==> src/rtl/instr_fetch_unit.sv <==
// Instruction fetch unit: holds the PC, issues single-outstanding reads to
// instruction memory, buffers returned words in a small FIFO and presents the
// head instruction with its RV32I register fields to the decode stage.
// Supports redirect (flush + restart) and downstream stall.
module instr_fetch_unit #(
  parameter logic [31:0] RESET_PC  = 32'h0000_0000,
  parameter int unsigned BUF_DEPTH = 2
) (
  input  logic        clk,
  input  logic        reset,
  output logic        imem_req,
  output logic [31:0] imem_addr,
  input  logic        imem_rvalid,
  input  logic [31:0] imem_rdata,
  input  logic        redirect_valid,
  input  logic [31:0] redirect_pc,
  input  logic        stall,
  output logic        instr_valid,
  output logic [31:0] instr,
  output logic [31:0] instr_pc,
  output logic [4:0]  rs1,
  output logic [4:0]  rs2,
  output logic [4:0]  rd,
  output logic        rd_we
);

  localparam int unsigned      PTR_W    = (BUF_DEPTH > 1) ? $clog2(BUF_DEPTH) : 1;
  localparam int unsigned      CNT_W    = $clog2(BUF_DEPTH + 1);
  localparam logic [CNT_W-1:0] DEPTH_C  = CNT_W'(BUF_DEPTH);
  localparam logic [PTR_W-1:0] LAST_PTR = PTR_W'(BUF_DEPTH - 1);

  typedef enum logic [1:0] {
    IDLE    = 2'd0,
    REQ     = 2'd1,
    WAIT    = 2'd2,
    DISCARD = 2'd3
  } state_t;

  state_t           r_state;
  state_t           w_state_nxt;
  logic [31:0]      r_pc;
  logic [31:0]      w_pc_nxt;

  logic [31:0]      r_buf_pc    [BUF_DEPTH];
  logic [31:0]      r_buf_instr [BUF_DEPTH];
  logic [PTR_W-1:0] r_rd_ptr;
  logic [PTR_W-1:0] r_wr_ptr;
  logic [CNT_W-1:0] r_count;

  logic             w_push;
  logic             w_pop;
  logic             w_flush;
  logic [CNT_W-1:0] w_count_after_pop;
  logic             w_op_writes;

  assign instr_valid       = (r_count != '0);
  assign w_pop             = instr_valid & ~stall;
  assign w_count_after_pop = r_count - CNT_W'(w_pop);
  assign imem_addr         = r_pc;

  // Next-state, next-PC and push/flush decisions; redirect overrides everything.
  always_comb begin
    w_state_nxt = r_state;
    w_pc_nxt    = r_pc;
    w_push      = 1'b0;
    w_flush     = 1'b0;
    imem_req    = 1'b0;
    case (r_state)
      IDLE: begin
        if (w_count_after_pop < DEPTH_C) w_state_nxt = REQ;
      end
      REQ: begin
        imem_req    = 1'b1;
        w_state_nxt = WAIT;
      end
      WAIT: begin
        if (imem_rvalid) begin
          w_push      = 1'b1;
          w_pc_nxt    = r_pc + 32'd4;
          w_state_nxt = ((w_count_after_pop + CNT_W'(1)) < DEPTH_C) ? REQ : IDLE;
        end
      end
      DISCARD: begin
        if (imem_rvalid) w_state_nxt = REQ;
      end
      default: w_state_nxt = IDLE;
    endcase
    // A request still in flight after the redirect must have its response dropped.
    if (redirect_valid) begin
      w_flush  = 1'b1;
      w_push   = 1'b0;
      w_pc_nxt = redirect_pc;
      if ((r_state == REQ) || ((r_state == WAIT || r_state == DISCARD) && !imem_rvalid))
        w_state_nxt = DISCARD;
      else
        w_state_nxt = REQ;
    end
  end

  // State and PC registers.
  always_ff @(posedge clk) begin
    if (reset) begin
      r_state <= IDLE;
      r_pc    <= RESET_PC;
    end else begin
      r_state <= w_state_nxt;
      r_pc    <= w_pc_nxt;
    end
  end

  // FIFO pointers and occupancy; a flush empties the buffer in one cycle.
  always_ff @(posedge clk) begin
    if (reset || w_flush) begin
      r_rd_ptr <= '0;
      r_wr_ptr <= '0;
      r_count  <= '0;
    end else begin
      if (w_push) r_wr_ptr <= (r_wr_ptr == LAST_PTR) ? '0 : r_wr_ptr + 1'b1;
      if (w_pop)  r_rd_ptr <= (r_rd_ptr == LAST_PTR) ? '0 : r_rd_ptr + 1'b1;
      r_count <= w_count_after_pop + CNT_W'(w_push);
    end
  end

  // FIFO storage: captures the fetched word together with the PC it came from.
  always_ff @(posedge clk) begin
    if (w_push) begin
      r_buf_pc[r_wr_ptr]    <= r_pc;
      r_buf_instr[r_wr_ptr] <= imem_rdata;
    end
  end

  // Head presentation and decode fields; everything reads zero when empty.
  always_comb begin
    instr    = instr_valid ? r_buf_instr[r_rd_ptr] : '0;
    instr_pc = instr_valid ? r_buf_pc[r_rd_ptr]    : '0;
    rs1      = instr[19:15];
    rs2      = instr[24:20];
    rd       = instr[11:7];
    case (instr[6:0])
      7'b0110111, 7'b0010111, 7'b1101111, 7'b1100111,
      7'b0000011, 7'b0010011, 7'b0110011: w_op_writes = 1'b1;
      default:                            w_op_writes = 1'b0;
    endcase
    rd_we = w_op_writes & (rd != '0);
  end

endmodule

==> config.mk <==
export PLATFORM = sky130hd
export DESIGN_NAME = instr_fetch_unit
export DESIGN_NICKNAME = d
export VERILOG_FILES = /design/src/rtl/instr_fetch_unit.sv
export SDC_FILE = /design/constraint.sdc
export NUM_CORES = 1
export LEC_CHECK = 0
export ABC_AREA = 1
export ABC_CLOCK_PERIOD_IN_PS = 12100
export CAP_MARGIN = 20
export CORE_MARGIN = 4
export CORE_UTILIZATION = 50
export CTS_CLUSTER_DIAMETER = 100
export DETAILED_ROUTE_END_ITERATION = 10
export PLACE_DENSITY = 0.81
export SLEW_MARGIN = 0
export SYNTH_ARGS = -nofsm -noshare
export SYNTH_HDL_FRONTEND = slang
export SYNTH_SLANG_ARGS = --single-unit
==> constraint.sdc <==
create_clock -name clk -period 12.1 [get_ports clk]
set_input_delay 1.815 -clock clk [delete_from_list [all_inputs] [get_ports clk]]
set_output_delay 1.815 -clock clk [all_outputs]
set_load 0.05 [all_outputs]
==> results of run 1 <==
==> logic make-up after synthesis <==
| logic type | count (synthesis) | share of synthesized area (%) |
|---|---|---|
| buffers and inverters | 106 | 6.659 |
| DFF | 167 | 61.07 |
| and+or+nand+nor | 376 | 21.23 |
| AOI/OAI and AO/OA | 136 | 9.617 |
| xor gates and xnor gates | 8 | 0.9254 |
| adders and majority gates | 3 | 0.4958 |
==> how the worst max path moves through the flow <==
stage,from,end,slack [ns]
finish,r_count[1],rd_we,7.27
global route,r_count[1],rd_we,7.05
CTS,register,rd_we,7.07
detailed placement,register,rd_we,7.58
global placement,register,rd_we,7.66
floorplan,redirect_valid,r_buf_instr[0][0],6.66
==> synth_stat cells, types with 3 or more instances <==
library cell    n  share of area [%]
inv_1          58                2.9
a22o_1          4               0.46
buf_2           8               0.53
nor2_2          5               0.41
buf_4          19                1.9
a31oi_1         9               0.74
nand2_1       251                 12
edfxtp_1      128                 51
nand3_1        32                2.1
xor2_1          5               0.58
clkbuf_1       13               0.64
nand2_4         3               0.45
a21oi_1        86                5.7
nor2_1         61                3.0
a21oi_2         3               0.35
dfxtp_1        39                 10
nor2_4         10                1.5
nand2_2         3               0.25
ha_1            3               0.50
xnor2_1         3               0.35
o21ai_0        28                1.9
==> power breakdown <==
group	leakage, nW	switching [mW]	internal (mW)
combinational	1.78	0.0736	0.0485
clock	0.286	0.220	0.325
sequential	1.49	0.0153	0.629
==> registers in the layout, summed over array words and instances (netlist names), named ones only <==
signal	flops
r_rd_ptr	1
r_state	2
imem_addr	32
r_count	2
r_buf_instr	64
r_wr_ptr	1
r_buf_pc	64
==> critical path: cells and delay by family (launching register included) <==
kind,cells,cell delay (ns)
AO/OA/AOI/OAI,1,0.14
flip-flops,1,0.35
AND/OR/NAND/NOR,5,0.89
buffers and inverters,2,1.20
==> layout make-up <==
| cell class | instances | area (µm²) |
|---|---|---|
| fillers | 1129 | 4654 |
| flip-flops and latches | 167 | 4626 |
| multi-input cells | 523 | 2464 |
| repair buffers | 189 | 1887 |
| clock buffers | 17 | 425.4 |
| inverters | 61 | 234.0 |
| well taps | 184 | 230.2 |
| clock inverters | 15 | 178.9 |
==> through the flow <==
stage               power, mW  instance area, µm²  setup slack [ns]  utilization (%)
finish                  1.311               10040             7.270            68.34
global route            1.357               10040             7.055            68.34
CTS                     1.321               10020             7.071            68.20
detailed placement     0.7780                9420             7.579            64.09
global placement       0.7763                9420             7.665            64.09
floorplan              0.7229                7572             6.664                -
==> routing by layer <==
metal  global-route usage (%)  vias to the layer above  part of all wire [%]
met5                        0                        -                     0
met4                    7.683                        0                   2.1
met3                    4.700                       27                   6.9
met2                    35.33                      202                    49
met1                    26.69                     2751                    42
li1                         -                     2968                     -
==> impl_metrics.json, run 1 <==
{
  "clkLatencyLatePin_ns": 0.43,
  "slowest_delay_ns": 0.69,
  "cp_cell_sequence": "nor2_4 -> buf_4 -> a21oi_1 -> nor2_1 -> nand3_1 -> nand3b_1 -> nor2_1 -> clkdlybuf4s50_1",
  "power_leakage_nw": 3.558,
  "cts_tree": "built",
  "grt_max_degree": 65,
  "syn_area_per_cell_um2": 9.513,
  "vias_per_cell": 5.145,
  "status": "complete, no violations",
  "drv_cap": 0,
  "cts_resized": 0,
  "hold_path.class": "register to register",
  "reg2reg_slack_ns": 9.56,
  "place_inst": 1123,
  "antenna_found_initial": 0,
  "r2r_start": "r_count[1]",
  "fp.coreArea_um2": 14700,
  "cts_made_buffers": 17,
  "vdd_drop_max_mv": 0.1215,
  "min_period_over_period_pct": 39.91,
  "synthCells": 796,
  "gp_congestion": 0.8716,
  "drcViolationCount": 0,
  "port_buffers": 182,
  "hold_depth": 1,
  "clk_pin_slew_ns": 0.06,
  "vias": 5948,
  "finClkSkew_ns": 0.01027,
  "worst-path-max-fanout": 41,
  "die_height_um": 131.1,
  "num_antenna_cells": 0,
  "first_pass_iters": 5,
  "synth_edf_count": 128,
  "worst_slew_pin_slew_ns": 0.7573,
  "reg2reg_depth": 12,
  "initial_core_util_pct": 51.52,
  "final_common_cell": "nand2_1",
  "fin_crit_ns": 4.830,
  "hpwlAfterDp_um": 12020,
  "post_layout_nonfiller_instances": 1156,
  "hold_start": "r_rd_ptr",
  "path_class": "register to output pin",
  "totalWireLength_um": 17890,
  "ys_seq_elements": 167,
  "grtUsageTotal_pct": 20.99,
  "relSlewSlack_pct": 49.51,
  "drive_gt1_share_pct": 7.407,
  "ctsHoldBuffers": 0,
  "final_cell_mix": "nand2_1 (251), clkdlybuf4s50_1 (182), edfxtp_1 (128)",
  "grt_pass1_wl_um": 27650,
  "critPathCaptureType": "output pin",
  "ctsLongestPathBuffers": 2,
  "ioPinCount": 183,
  "yosysSeqAreaShare_pct": 61.07,
  "drtIter0Drc": 438,
  "htreeDepth": 4,
  "maxSlewViolCount": 0,
  "synthFlopType": "edfxtp_1",
  "setup_viol": 0,
  "start_kind": "register",
  "final.setup.tns_ns": 0,
  "die-area_um2": 17180,
  "post_cts_buffers": 0,
  "clock-sinks": 167,
  "ys_warn_count": 0,
  "arrival_ns": 3.01,
  "fp-row-count": 44,
  "synth_cell_types": 38,
  "syn_to_final_growth_pct": 32.65,
  "hold_violations": 0,
  "cts_root_buf": "clkbuf_16",
  "critPathRequiredTime_ns": 10.28,
  "synth_area_um2": 7572,
  "grt_pass1_vias": 5577,
  "crit_top_cell": "nor2_1",
  "rsz0062_at_grt": "no",
  "p_per_area_nw_per_um2": 130.5,
  "nets": 1031,
  "die_x_um": 131.1,
  "syn_nets": 868,
  "fin_hold_ws_ns": 0.4648,
  "ys_async_sr_fraction_pct": 0,
  "fmax_mhz": 207.1,
  "crit_path_top_delay_cell": "clkdlybuf4s50_1",
  "grt_overflow": 0,
  "ant_nets": 0,
  "routedWlPerCell_um": 15.48,
  "r2r-end": "r_state[0]"
}
Note: power is estimated with default switching activity, not from simulation.
==> run 2, diff against run 1 <==
Settings changed: ABC_CLOCK_PERIOD_IN_PS 12100 to 4350, CORE_UTILIZATION 50 to 45, PLACE_DENSITY 0.81 to 0.77.
Clock period 12.1 ns to 4.35 ns, I/O delays scaled along.
==> impl_metrics.json, run 2 (synthesized netlist as in run 1, its figures left out) <==
{
  "status": "complete, no violations",
  "htreeDepth": 4,
  "port_buffers": 182,
  "start_kind": "register",
  "num_antenna_cells": 0,
  "totalWireLength_um": 18740,
  "routedWlPerCell_um": 15.70,
  "fin_ws_ns": 0.8064,
  "finClkSkew_ns": 0.01770,
  "relSlewSlack_pct": 49.80,
  "reg2reg_slack_ns": 2.20,
  "fillers": 1334,
  "drtIter0Drc": 323,
  "first_pass_iters": 4,
  "hold_violations": 0,
  "cts_made_buffers": 17,
  "rsz0062_at_grt": "no",
  "multi_input_area_um2": 2464,
  "antenna_found_initial": 0,
  "critPathRequiredTime_ns": 3.70,
  "cts_resized": 0,
  "power_leakage_nw": 3.589,
  "post_cts_buffers": 0,
  "clk_pin_slew_ns": 0.06,
  "fp.coreArea_um2": 16520,
  "place_area_um2": 9513,
  "grtUsageTotal_pct": 19.56,
  "grt_overflow": 0,
  "p_total_mw": 3.776,
  "r2r_start": "r_state[1]",
  "ctsLongestPathBuffers": 2,
  "die_height_um": 137.7,
  "drcViolationCount": 0,
  "gp_congestion": 0.8717,
  "initial_core_util_pct": 45.82,
  "clock-sinks": 167,
  "syn_to_final_growth_pct": 34.25,
  "worst_slew_pin_slew_ns": 0.7519,
  "drv_cap": 0,
  "ant_nets": 0,
  "final.setup.tns_ns": 0,
  "hold_path.class": "register to register",
  "maxSlewViolCount": 0,
  "cts_tree": "built",
  "fmax_mhz": 282.2,
  "fp-row-count": 47,
  "ioPinCount": 183,
  "die_x_um": 137.7,
  "register_area_um2": 4626,
  "vdd_drop_max_mv": 0.2626,
  "final_cell_mix": "nand2_1 (251), clkdlybuf4s50_1 (182), edfxtp_1 (128)",
  "setup_viol": 0,
  "die-area_um2": 18970,
  "final_common_cell": "nand2_1",
  "ctsHoldBuffers": 0,
  "worst-path-max-fanout": 40,
  "postLayoutCellArea_um2": 10170,
  "clkLatencyLatePin_ns": 0.43,
  "r2r-end": "r_buf_instr[1][19]",
  "critPathCapture": "rd_we",
  "grt_pass1_wl_um": 28370,
  "min_period_over_period_pct": 81.46,
  "fin_crit_ns": 3.544,
  "hpwlAfterDp_um": 12430,
  "dp_worst_setup_slack_ns": 1.216,
  "grt_pass1_vias": 5626,
  "cts_root_buf": "clkbuf_16",
  "p_per_area_nw_per_um2": 371.5,
  "critPathCaptureType": "output pin",
  "vias_per_cell": 4.972,
  "arrival_ns": 2.89,
  "drive_gt1_share_pct": 7.297,
  "grt_max_degree": 66,
  "reg2reg_depth": 5,
  "vias": 5931,
  "path_class": "register to output pin",
  "nets": 1033
}
## run 2: cell types whose count changed in the layout (fill, tap and decap cells not counted)
cell        before  now
clkbuf_8         0    2
clkbuf_1         0    1
bufinv_16        3    5
inv_8            0    1
buf_12           1    2
clkinv_4         3    1
inv_6            3    1
clkinv_2         3    0
buf_4            6    7
clkinvlp_4       4    3
clkinv_1         0    1
## run 2: routing by layer
layer / part of all wire, % / global-route usage [%] / up-vias
li1: - / - / 2974
met1: 43 / 25.05 / 2757
met2: 49 / 32.92 / 179
met3: 5.9 / 4.127 / 21
met4: 1.6 / 6.970 / 0
met5: 0 / 0 / -
## run 2: worst min-delay path by stage
stage / start / end / slack (ns) / depth (start not counted)
2_1_floorplan: r_rd_ptr / register / 0.43 / 1
3_3_place_gp: r_rd_ptr / register / 0.43 / 1
3_5_place_dp: r_rd_ptr / register / 0.43 / 1
4_1_cts: r_rd_ptr / register / 0.45 / 1
5_1_grt: r_rd_ptr / register / 0.48 / 1
6_report: r_rd_ptr / register / 0.45 / 1
## run 2: through the flow
stage	hold WS, ns	utilization, %	instances
after global placement	0.4312	57.57	1162
after floorplan	0.4255	-	796
after CTS	0.4459	61.52	1193
after global routing	0.4799	61.52	1193
final	0.4503	61.52	1193
after detailed placement	0.4346	57.57	1162
## run 2: final cells by class
class | count | area share, %
clock inverters | 11 | 1.932
flip-flops and latches | 167 | 45.50
multi-input cells | 523 | 24.23
clock buffers | 20 | 4.492
inverters | 61 | 2.302
repair buffers | 191 | 18.83
well taps | 220 | 2.708
## run 2: critical path: stages (launching register included)
cell and delay [ns]:
dfxtp_2 0.32, inv_2 0.55, nand2_1 0.12, a21oi_1 0.28, nor2_1 0.09, nand3_1 0.11
nand3b_1 0.09, nor2_1 0.09, clkdlybuf4s50_1 0.81
## run 2: where the power goes
| part | internal, mW | switching [mW] |
|---|---|---|
| Combinational | 0.136 | 0.206 |
| Sequential | 1.75 | 0.0430 |
| Clock | 1.05 | 0.594 |
==> run 3, diff against run 2 <==
Settings changed: ABC_CLOCK_PERIOD_IN_PS 4350 to 3500, CORE_UTILIZATION 45 to 50, PLACE_DENSITY 0.77 to 0.81.
Clock period 4.35 ns to 3.5 ns, I/O delays scaled along.
==> impl_metrics.json, run 3 (synthesized netlist as in run 1, its figures left out) <==
{
  "vias_per_cell": 5.122,
  "met2_length_um": 8874,
  "fmax_mhz": 326.8,
  "maxSlewViolCount": 0,
  "cts_tree": "built",
  "p_per_area_nw_per_um2": 435.8,
  "grt_pass1_wl_um": 27720,
  "r2r_start": "r_count[1]",
  "place_area_um2": 9445,
  "pwr-share-clk_pct": 39.2,
  "worst_slew_pin_slew_ns": 0.6722,
  "num_antenna_cells": 0,
  "wl_met3_um": 1188,
  "drcViolationCount": 0,
  "ctsHoldBuffers": 0,
  "hold_path.class": "register to register",
  "pwr-share-seq_pct": 51.1,
  "status": "complete, no violations",
  "ioPinCount": 183,
  "grtUsageTotal_pct": 20.96,
  "fin_hold_ws_ns": 0.4566,
  "final_common_cell": "nand2_1",
  "relSlewSlack_pct": 55.08,
  "dp_worst_setup_slack_ns": 0.8708,
  "grt_overflow": 0,
  "drive_gt1_share_pct": 10.25,
  "die-area_um2": 17180,
  "post_cts_buffers": 0,
  "dr.max_layer_used": "met4",
  "grt_pass1_vias": 5500,
  "fin_ws_ns": 0.4396,
  "antenna_found_initial": 0,
  "die_height_um": 131.1,
  "port_buffers": 182,
  "hold_start": "r_rd_ptr",
  "critPathRequiredTime_ns": 2.97,
  "start_kind": "register",
  "fp-row-count": 44,
  "power_leakage_nw": 3.602,
  "min_period_over_period_pct": 87.44,
  "drtIter0Drc": 351,
  "ant_nets": 0,
  "nets": 1035,
  "syn_to_final_growth_pct": 32.01,
  "path_class": "register to output pin",
  "p_sw_share_pct": 24.43,
  "initial_core_util_pct": 51.52,
  "hold_violations": 0,
  "grt_max_degree": 55,
  "rsz0062_at_grt": "no",
  "clkLatencyLatePin_ns": 0.42,
  "final.setup.tns_ns": 0,
  "routedWlPerCell_um": 15.50,
  "vias": 5941,
  "fin_crit_ns": 3.060,
  "arrival_ns": 2.54,
  "crit_path_start": "r_count[1]",
  "p_sw_mw": 1.064,
  "cts_root_buf": "clkbuf_16",
  "fin_util_pct": 68.00,
  "cts_made_buffers": 17,
  "finClkSkew_ns": 0.005737,
  "drv_cap": 0,
  "clk_pin_slew_ns": 0.06,
  "gp_congestion": 0.8809,
  "power_frac_comb_pct": 9.7,
  "critPathCaptureType": "output pin",
  "fp.coreArea_um2": 14700,
  "totalWireLength_um": 17980,
  "ctsLongestPathBuffers": 2,
  "intPower_mw": 3.292,
  "cts_resized": 0,
  "met1Wirelength_um": 7589,
  "die_x_um": 131.1,
  "clock-sinks": 167,
  "htreeDepth": 4,
  "worst-path-max-fanout": 26,
  "vdd_drop_max_mv": 0.2782,
  "setup_viol": 0,
  "first_pass_iters": 4,
  "final_cell_mix": "nand2_1 (251), clkdlybuf4s50_1 (157), edfxtp_1 (128)",
  "hpwlAfterDp_um": 12450,
  "postLayoutCellArea_um2": 9996
}
## run 3: changes by cell type in the layout (fill, tap and decap cells not counted)
cell,change
buf_4,+25
clkdlybuf4s50_1,-25
bufinv_16,-5
inv_6,+4
clkinvlp_4,+3
buf_12,+2
clkbuf_1,-1
clkinv_2,+1
inv_8,-1
## run 3: critical path: stages (launching register included)
cell and delay (ns):
dfxtp_1 0.34, nor2_4 0.55, buf_4 0.39, a21oi_1 0.10, clkdlybuf4s50_1 0.73
## run 3: per-layer routing
metal	global-route usage [%]	up-vias
met4	7.139	0
met3	4.133	21
met1	26.67	2739
met5	0	-
met2	35.93	206
li1	-	2975
## run 3: stage by stage
stage,cells,power [mW]
3_5_place_dp,1128,2.690
6_report,1160,4.356
5_1_grt,1160,4.514
4_1_cts,1160,4.378
3_3_place_gp,1128,2.683
2_1_floorplan,796,2.499
## run 3: power groups by stage
stage | clock, mW | combinational [mW] | sequential [mW]
2_1_floorplan | 0 | 0.171 | 2.33
3_3_place_gp | 0 | 0.417 | 2.27
3_5_place_dp | 0 | 0.422 | 2.27
4_1_cts | 1.73 | 0.425 | 2.23
5_1_grt | 1.83 | 0.453 | 2.23
6_report | 1.71 | 0.422 | 2.23
## run 3: worst paths after layout
| check | endpoint | slack (ns) | depth (start not counted) |
|---|---|---|---|
| min | register | 0.46 | 1 |
| max reg2reg | r_state[0] | 1.45 | 11 |
| max | rs2[1] | 0.44 | 4 |
| min reg2reg | register | 0.46 | 1 |
## run 3: cell type report
class	count	area [µm²]
Clock buffer	19	452.9
Sequential cell	167	4626
Inverter	61	234.0
Multi-Input combinational cell	523	2464
Tap cell	184	230.2
Clock inverter	13	97.59
Fill cell	1153	4703
Timing Repair Buffer	193	1892
